`config.mk`:
```
export PLATFORM = sky130hd
export DESIGN_NAME = replacement_policy_arbiter
export DESIGN_NICKNAME = d
export VERILOG_FILES = /design/src/rtl/replacement_policy_arbiter.sv
export SDC_FILE = /design/constraint.sdc
export NUM_CORES = 1
export LEC_CHECK = 0
export ABC_AREA = 1
export BUFFER_PORTS_ARGS = -buffer_cell sky130_fd_sc_hd__buf_2
export CELL_PAD_IN_SITES_DETAIL_PLACEMENT = 0
export CELL_PAD_IN_SITES_GLOBAL_PLACEMENT = 1
export CORE_MARGIN = 2
export CORE_UTILIZATION = 39
export CTS_BUF_LIST = sky130_fd_sc_hd__clkbuf_16
export DETAILED_ROUTE_END_ITERATION = 10
export GPL_ROUTABILITY_DRIVEN = 0
export PLACE_DENSITY_LB_ADDON = 0.08
export SKIP_CTS_REPAIR_TIMING = 1
export SLEW_MARGIN = 40
export SYNTH_ARGS = -nofsm -noshare
export SYNTH_HDL_FRONTEND = slang
export SYNTH_SLANG_ARGS = --single-unit
```
`constraint.sdc`:
```
create_clock -name clock_i -period 1.89 [get_ports clock_i]
set_clock_uncertainty 0.15 [all_clocks]
set_input_delay 0.0945 -clock clock_i [delete_from_list [all_inputs] [get_ports clock_i]]
set_output_delay 0.0945 -clock clock_i [all_outputs]
set_load 0.05 [all_outputs]
```
`src/rtl/replacement_policy_arbiter.sv`:
```
// ---------------------------------------------------------------------------
// replacement_policy_arbiter
//
// Lets N_REQ cache requesters share one replacement-policy line controller.
// A round-robin arbiter picks one request and latches its line address and
// its type (hit or miss). For one cycle it sends enable plus a hit or miss
// strobe to the controller. It then waits for ctrl_done_i and returns one
// response to the winning requester: the victim line on a miss, or the
// echoed line on a hit. If the controller never answers, the response
// carries an error flag instead.
//
// FSM: IDLE -> ISSUE -> WAIT -> RESP -> IDLE. Every output is registered.
// Each output register is loaded from the next state, so the outputs change
// in the same cycle that the FSM enters the state that drives them.
//
// Ports
//   clock_i        clock
//   resetn_i       asynchronous reset, active low
//   req_i          per-requester request level, held until its ack
//   req_miss_i     per-requester type: 1 = miss, 0 = hit update
//   req_addr_i     per-requester line address, slice k = [k*BW +: BW]
//   ack_o          one-cycle pulse to the granted requester
//   resp_addr_o    victim line (miss) or echoed line (hit); holds until next RESP
//   resp_err_o     timeout flag; holds until next RESP
//   busy_o         FSM is not in IDLE
//   ctrl_enable_o  controller enable, high only in ISSUE
//   ctrl_addr_o    latched line address while a transaction is in flight
//   ctrl_hit_o     controller hit strobe, high only in ISSUE
//   ctrl_miss_o    controller miss strobe, high only in ISSUE
//   ctrl_done_i    controller ready / output valid
//   ctrl_addr_i    controller replacement pointer
// ---------------------------------------------------------------------------
module replacement_policy_arbiter #(
  parameter int N_REQ       = 2,
  parameter int N_LOCATIONS = 4,
  parameter int TIMEOUT     = 16,
  localparam int BW = (N_LOCATIONS > 1) ? $clog2(N_LOCATIONS) : 1
) (
  input  logic                  clock_i,
  input  logic                  resetn_i,
  input  logic [N_REQ-1:0]      req_i,
  input  logic [N_REQ-1:0]      req_miss_i,
  input  logic [N_REQ*BW-1:0]   req_addr_i,
  output logic [N_REQ-1:0]      ack_o,
  output logic [BW-1:0]         resp_addr_o,
  output logic                  resp_err_o,
  output logic                  busy_o,
  output logic                  ctrl_enable_o,
  output logic [BW-1:0]         ctrl_addr_o,
  output logic                  ctrl_hit_o,
  output logic                  ctrl_miss_o,
  input  logic                  ctrl_done_i,
  input  logic [BW-1:0]         ctrl_addr_i
);

  localparam int IW = $clog2(N_REQ);
  localparam int CW = $clog2(TIMEOUT + 1);

  typedef enum logic [1:0] {ST_IDLE, ST_ISSUE, ST_WAIT, ST_RESP} state_t;

  state_t           state_reg, state_next;
  logic [IW-1:0]    grant_reg, grant_next;
  logic [BW-1:0]    addr_reg, addr_next;
  logic             miss_reg, miss_next;
  logic [IW-1:0]    rr_ptr_reg, rr_ptr_next;
  logic [CW-1:0]    wait_cnt_reg, wait_cnt_inc;
  logic             wait_expired;

  logic [N_REQ-1:0] ack_reg, ack_next;
  logic [BW-1:0]    resp_addr_reg, resp_addr_next;
  logic             resp_err_reg, resp_err_next;
  logic             busy_reg, busy_next;
  logic             ctrl_enable_reg, ctrl_enable_next;
  logic [BW-1:0]    ctrl_addr_reg, ctrl_addr_next;
  logic             ctrl_hit_reg, ctrl_hit_next;
  logic             ctrl_miss_reg, ctrl_miss_next;

  logic [BW-1:0]    req_addr_arr [N_REQ];
  logic [N_REQ-1:0] grant_onehot;
  logic             grant_found;
  logic [IW-1:0]    grant_idx;
  logic [IW:0]      cand;

  // Split the flat address bus into slices, and decode the latched grant
  // into the one-hot ack pattern.
  generate
    for (genvar gi = 0; gi < N_REQ; gi++) begin : g_req
      assign req_addr_arr[gi] = req_addr_i[gi*BW +: BW];
      assign grant_onehot[gi] = (grant_reg == IW'(gi));
    end
  endgenerate

  // Round-robin search: start at rr_ptr_reg, move upward, and wrap at N_REQ.
  // The candidate index is one bit wider than IW, so the wrap subtraction
  // also works when N_REQ is not a power of two.
  always_comb begin
    grant_found = 1'b0;
    grant_idx   = '0;
    cand        = '0;
    for (int i = 0; i < N_REQ; i++) begin
      cand = {1'b0, rr_ptr_reg} + (IW+1)'(i);
      if (cand >= (IW+1)'(N_REQ)) begin
        cand = cand - (IW+1)'(N_REQ);
      end
      if (!grant_found && req_i[cand[IW-1:0]]) begin
        grant_found = 1'b1;
        grant_idx   = cand[IW-1:0];
      end
    end
  end

  assign rr_ptr_next  = (grant_idx == IW'(N_REQ - 1)) ? '0 : grant_idx + IW'(1);
  assign wait_cnt_inc = wait_cnt_reg + CW'(1);
  assign wait_expired = (wait_cnt_inc == CW'(TIMEOUT));

  // Request details are captured only at grant time. Later changes on the
  // requester inputs cannot affect a transaction that is already in flight.
  always_comb begin
    grant_next = grant_reg;
    addr_next  = addr_reg;
    miss_next  = miss_reg;
    if (state_reg == ST_IDLE && grant_found) begin
      grant_next = grant_idx;
      addr_next  = req_addr_arr[grant_idx];
      miss_next  = req_miss_i[grant_idx];
    end
  end

  // FSM state register
  always_ff @(posedge clock_i or negedge resetn_i) begin
    if (!resetn_i) begin
      state_reg <= ST_IDLE;
    end else begin
      state_reg <= state_next;
    end
  end

  // FSM next-state logic
  always_comb begin
    state_next = state_reg;
    case (state_reg)
      ST_IDLE:  if (grant_found) state_next = ST_ISSUE;
      ST_ISSUE: state_next = ST_WAIT;
      ST_WAIT:  if (ctrl_done_i || wait_expired) state_next = ST_RESP;
      ST_RESP:  state_next = ST_IDLE;
      default:  state_next = ST_IDLE;
    endcase
  end

  // FSM output logic. It is decoded from the next state so that the output
  // registers line up with the state that owns them.
  always_comb begin
    ctrl_enable_next = (state_next == ST_ISSUE);
    ctrl_hit_next    = (state_next == ST_ISSUE) && !miss_next;
    ctrl_miss_next   = (state_next == ST_ISSUE) && miss_next;
    ctrl_addr_next   = (state_next != ST_IDLE) ? addr_next : '0;
    busy_next        = (state_next != ST_IDLE);
    ack_next         = (state_next == ST_RESP) ? grant_onehot : '0;
    resp_addr_next   = resp_addr_reg;
    resp_err_next    = resp_err_reg;
    if (state_reg == ST_WAIT && state_next == ST_RESP) begin
      // If done and timeout happen in the same cycle, done wins.
      if (ctrl_done_i) begin
        resp_addr_next = miss_reg ? ctrl_addr_i : addr_reg;
        resp_err_next  = 1'b0;
      end else begin
        resp_addr_next = '0;
        resp_err_next  = 1'b1;
      end
    end
  end

  // Latched request, round-robin pointer and WAIT-cycle counter
  always_ff @(posedge clock_i or negedge resetn_i) begin
    if (!resetn_i) begin
      grant_reg    <= '0;
      addr_reg     <= '0;
      miss_reg     <= 1'b0;
      rr_ptr_reg   <= '0;
      wait_cnt_reg <= '0;
    end else begin
      grant_reg <= grant_next;
      addr_reg  <= addr_next;
      miss_reg  <= miss_next;
      if (state_reg == ST_IDLE && grant_found) begin
        rr_ptr_reg <= rr_ptr_next;
      end
      case (state_reg)
        ST_WAIT: wait_cnt_reg <= wait_cnt_inc;
        ST_RESP: wait_cnt_reg <= '0;
        default: wait_cnt_reg <= wait_cnt_reg;
      endcase
    end
  end

  // Output registers
  always_ff @(posedge clock_i or negedge resetn_i) begin
    if (!resetn_i) begin
      ack_reg         <= '0;
      resp_addr_reg   <= '0;
      resp_err_reg    <= 1'b0;
      busy_reg        <= 1'b0;
      ctrl_enable_reg <= 1'b0;
      ctrl_addr_reg   <= '0;
      ctrl_hit_reg    <= 1'b0;
      ctrl_miss_reg   <= 1'b0;
    end else begin
      ack_reg         <= ack_next;
      resp_addr_reg   <= resp_addr_next;
      resp_err_reg    <= resp_err_next;
      busy_reg        <= busy_next;
      ctrl_enable_reg <= ctrl_enable_next;
      ctrl_addr_reg   <= ctrl_addr_next;
      ctrl_hit_reg    <= ctrl_hit_next;
      ctrl_miss_reg   <= ctrl_miss_next;
    end
  end

  assign ack_o         = ack_reg;
  assign resp_addr_o   = resp_addr_reg;
  assign resp_err_o    = resp_err_reg;
  assign busy_o        = busy_reg;
  assign ctrl_enable_o = ctrl_enable_reg;
  assign ctrl_addr_o   = ctrl_addr_reg;
  assign ctrl_hit_o    = ctrl_hit_reg;
  assign ctrl_miss_o   = ctrl_miss_reg;

endmodule

```
# Yosys cells after proc, flatten, opt, wreduce, memory -nomap -nowiden
# Index checks and enable logic that the tools add are counted.
[totals]
out_inout_bits = 11
in_bits = 13
reg_bits = 23
elab_cells = 71
[classes]
order_cmp = 6
n_eq_ne = 6
n_bitwise = 2
n_addsub = 5
n_mux = 27
n_reduce_logical = 11
[op_table]
columns = ["operator", "n"]
rows = [
  ["$mux W2", 10],
  ["$mux W1", 15],
  ["$pmux W5 S2", 1],
  ["$pmux W2 S4", 1],
  ["$eq A2 B2 Y1 const B", 3],
  ["$lt A1 B2 Y1 const B", 3],
  ["$add A5 B1 Y5 const B", 1],
  ["$eq A5 B5 Y1 const B", 1],
  ["$logic_and A1 B1 Y1", 5],
  ["$eq A2 B1 Y1 const B", 2],
  ["$ge A2 B2 Y1 const B", 2],
  ["$reduce_bool A2 Y1", 2],
  ["$add A1 B1 Y2 const B", 1],
  ["$ge A1 B2 Y1 const B", 1],
  ["$logic_not A1 Y1", 2],
  ["$logic_not A2 Y1", 1],
  ["$not A1 Y2", 1],
  ["$sub A1 B1 Y1 const B", 2],
  ["$add A1 B1 Y1 const B", 1],
  ["$logic_or A1 B1 Y1", 1],
  ["$not A1 Y1", 1],
]

# Depth between registers and ports, before layout
[logic_depth]
ltp_word = 14
mapped_depth = 11
mapped_depth_nobuf = 11

# Worst setup path before layout
# No wires, ideal clock.
[synth_path]
kind = "flip-flop to flip-flop"
start = "register state_reg[0]"
end = "register resp_addr_reg[0] (netlist: resp_addr_o[0])"
arrival_time_ns = 1.363
required_ns = 1.621
slack_ns = 0.258
stages_incl_launch_ff = 10
cell_sequence = "dfrtp_1 > inv_1 > ha_1 > inv_1 > nor2_4 > nand2_4 > nand2_8 > nand3_4 > nand2_1 > nand2_1"
[synth_between]
elab_chain_len = 4
elab_cells_between_ends = 9
classes_between = "eq/ne: 4; mux: 3; reduce/logical: 2"
[synth_lines]
columns = ["element", "line_no", "source"]
rows = [
  ["from (decl)", "61", "state_t state_reg, state_next;"],
  ["from (signal assigned)", "134", "state_reg <= state_next;"],
  ["$eq A2 B2 Y1 (tied with other cells)", "141", "case (state_reg)"],
  ["$pmux W2 S4 *", "141", ""],
  ["via state_next[0]", "61", ""],
  ["$eq A2 B2 Y1 *", "161", "if (state_reg == ST_WAIT && state_next == ST_RESP) begin"],
  ["$logic_and A1 B1 Y1 *", "161", ""],
  ["to (signal assigned)", "209", "resp_addr_reg <= resp_addr_next;"],
  ["to (decl)", "70", "logic [BW-1:0] resp_addr_reg, resp_addr_next;"],
]
# The timed path passes the listed nets; every way through them passes the cells marked *.
# A chain may end at the register's enable or synchronous reset.

# Final worst setup path
[layout_path]
start = "register state_reg[0]"
end = "register ctrl_miss_reg (netlist: ctrl_miss_o)"
[layout_between]
elab_chain_len = 4
elab_cells_between_ends = 11
classes_between = "eq/ne: 4; mux: 4; reduce/logical: 3"
[layout_lines]
columns = ["element", "line_no", "source"]
rows = [
  ["$logic_not A2 Y1", "122", "if (state_reg == ST_IDLE && grant_found) begin"],
  ["$logic_and A1 B1 Y1", "122", ""],
  ["$mux W1", "122", ""],
  ["via miss_next", "64", "logic miss_reg, miss_next;"],
  ["$logic_and A1 B1 Y1", "155", "ctrl_miss_next = (state_next == ST_ISSUE) && miss_next;"],
  ["via ctrl_miss_next", "76", "logic ctrl_miss_reg, ctrl_miss_next;"],
  ["to (signal assigned)", "215", "ctrl_miss_reg <= ctrl_miss_next;"],
  ["to (decl)", "76", ""],
]
# The timed path passes the listed nets, and every way through them passes these cells.

==> results.md <==
* Period utilization at 0.917
* Met2 Track Usage GR at 0.222
* Clock transition at path regs at 0.06 ns
* Crit-path cells: inv_1, ha_1, nand2_2, nor2_2, nand2_1, nand3b_4, inv_2, nor2_2
* Crit path time final at 1.73 ns
* Complex-gate fraction of the synthesized area at 0.0656
* Area leader, netlist: dfrtp_1
* Fin. Hold Viols at 1
* CP peak stage delay at 0.44 ns
* Sequential share of the synthesized area at 0.511
* Total number of vias at 870
* Clk sinks at 23
* Top cells by area, synth: dfrtp_1 (51%), nand2_1 (9.7%), inv_1 (5.0%), ha_1 (4.4%), nand4_1 (2.8%)
* Crit path required time at 1.93 ns
* Count leader, synth: nand2_1
* Busiest grt layer: met2
* Row cnt at 19
* Initial antenna violation count at 0
* Die H at 57.7 um
* Htree depth at 1
* CP Class: reg2reg
* Area share of fa/ha/maj cells after synthesis at 0.0444
* First-pass DRT Iterations at 4
* Die area at 0.00333 sq mm
* Status: finished, violations left
* Iter 0 DRT Violations at 31
* First-pass GRT wire length at 3.53 mm
* Register bit count reported by yosys at 23
* Synth top area share at 0.511
* Failing checks: negative hold slack
* Gr usage total at 0.135
* Slew margin rel. at 0.663
* Die X at 57.7 um
* Largest register FFs at 5
* Ant. Diodes at 0
* DR DRC count at 0
* Largest family of logic cells by synthesized area: simple AND/OR/NAND/NOR gates
* PD cells at 1770 mW/mm^2
* Crit end category: register
* Dpl ws at 0.170 ns
* Asr flop ratio synth at 1.00
* Xor/xnor cell area share of the yosys netlist at 0
* Leakage power at 0.764 nW
* CTS buffer count at 3
* Hold crit path type: in2reg
* Syn_nets at 137
* I/O Buffers at 23
* Routed Antenna Nets at 0
* Setup TNS after final layout at 0 ns
* Area Growth Syn to Fin at 26.7%
* Worst Max-Slew Pin Slew at 0.506 ns
* Post-Syn Area at 0.00113 sq mm
* Clk_lat worst skew at 0.25 ns
* Synth top cells by count: nand2_1 (29), dfrtp_1 (23), inv_1 (15)
* Simple-Gate Fraction of Synth Area at 0.312
* Starting density of the core at 0.408
* Crit path DAT at 1.77 ns
* Max Fclk at 577 MHz
* Reg2reg path depth at 8
* Highest-delay cell along the critical path: dfrtp_1
* Most common cell on crit path: nor2_2
* Vias in the first global route at 850
* Clock root buffer master: clkbuf_16
* RSZ-0062 raised after global routing: false
* Ys Warns at 0
* Worst R2R Setup Slack at 0.16 ns
* Area of the core at 0.00276 sq mm
* Synth unique cells at 22
* Average wire per standard cell at 11.1 um
* Max-capacitance violation count at 0
* Largest net degree at the start of global routing at 24
* CTS Buffer Depth at 2
* Met1 Usage GRT at 0.170
* Final setup viols at 0
* Main flop type after synthesis: dfrtp_1
* Routed WL at 2.06 mm
* Vias/cell at 4.70
* Depth of the worst hold-timing path at 3
* # IOs at 24
* Hold WS at -0.00613 ns
* Max-slew violations at 0
* Grt total ovfl at 0
* TritonCTS clock tree: yes
* DP HPWL at 1.60 mm
* Met3 Use GR at 0.0357
* Layout cell share with drive strength beyond 1 at 0.305
* Nets at 172
* Mapped Cells at 120
* Maximum vdd ir drop at 1090 uV
* CP Launch Type: register
* Post-synth EDFFs at 0
* Syn avg cell area at 9.38 sq um
* Mux share of post-synthesis cell area at 0
* Worst Path Max Fanout at 5
* Crit path setup slack, layout at 0.158 ns
-- final timing paths --
kind | startpoint | to
min | req_miss_i[0] | miss_reg
max in group asynchronous | resetn_i | ctrl_addr_o[1]
min reg2reg | grant_reg | ack_o[0]
max reg2reg | state_reg[0] | ctrl_miss_o
max | state_reg[0] | ctrl_miss_o
min in group asynchronous | resetn_i | wait_cnt_reg[3]
-- power breakdown --
group | internal, mW | switching, mW | total, mW | leakage, nW
clock | 0.282 | 0.165 | 0.447 | 0.0423
sequential | 0.684 | 0.110 | 0.794 | 0.295
combinational | 0.389 | 0.894 | 1.28 | 0.427
-- area by class of cell --
type,instances,area [sq um]
inverter,20,75.1
multi-input combinational,77,475
tap,31,38.8
timing repair buffer,30,183
sequential,23,576
fill,268,1330
clock buffer,3,75.1
clock inverter,1,3.75
-- kinds of logic after synthesis --
kind of cell | after synthesis
buffers and inverters | 20
and+or+nand+nor | 62
adders and majority gates | 4
AOI/OAI and AO/OA | 11
DFF | 23
-- metal layers --
| layer | vias up | routed length [um] |
|---|---|---|
| li1 | 447 | - |
| met4 | 0 | 22 |
| met3 | 4 | 76 |
| met2 | 16 | 948 |
| met1 | 403 | 1010 |
| met5 | - | 0 |
-- layout by cell type (no fill, tap or decap) --
master / synthesis / routed
nand2_1: 29 / 29
dfrtp_1: 23 / 23
buf_2: 0 / 23
inv_1: 15 / 16
nor2_1: 7 / 7
nand3_1: 6 / 6
dlygate4sd3_1: 0 / 6
a21oi_1: 5 / 5
nand4_1: 5 / 5
inv_2: 4 / 4
nand2_2: 4 / 4
ha_1: 4 / 4
nor2_2: 3 / 3
clkbuf_16: 0 / 3
nand3_2: 2 / 2
nand2_4: 2 / 2
o21ai_0: 2 / 2
o21bai_1: 2 / 2
clkinv_1: 1 / 1
nor2_4: 1 / 1
o21ai_4: 1 / 1
nand2_8: 1 / 1
nand3b_4: 1 / 1
nand3_4: 1 / 1
a211oi_1: 1 / 1
buf_4: 0 / 1
-- worst max-delay path, delay by kind of cell, from the launching register on --
kind / cells / cell delay (ns)
DFF: 1 / 0.44
adders and majority gates: 1 / 0.30
buffers and inverters: 2 / 0.15
and+or+nand+nor: 5 / 0.63
-- through the flow --
stage / cells / util / power, mW / instance area, sq um
3_5_place_dp: 175 / 0.467 / 2.10 / 1290
6_report: 185 / 0.517 / 2.52 / 1430
5_1_grt: 185 / 0.517 / 2.70 / 1430
3_3_place_gp: 175 / 0.467 / 2.09 / 1290
2_1_floorplan: 120 / - / 1.82 / 1130
4_1_cts: 179 / 0.495 / 2.55 / 1370
No activity file was read; power rests on OpenSTA's default activity.
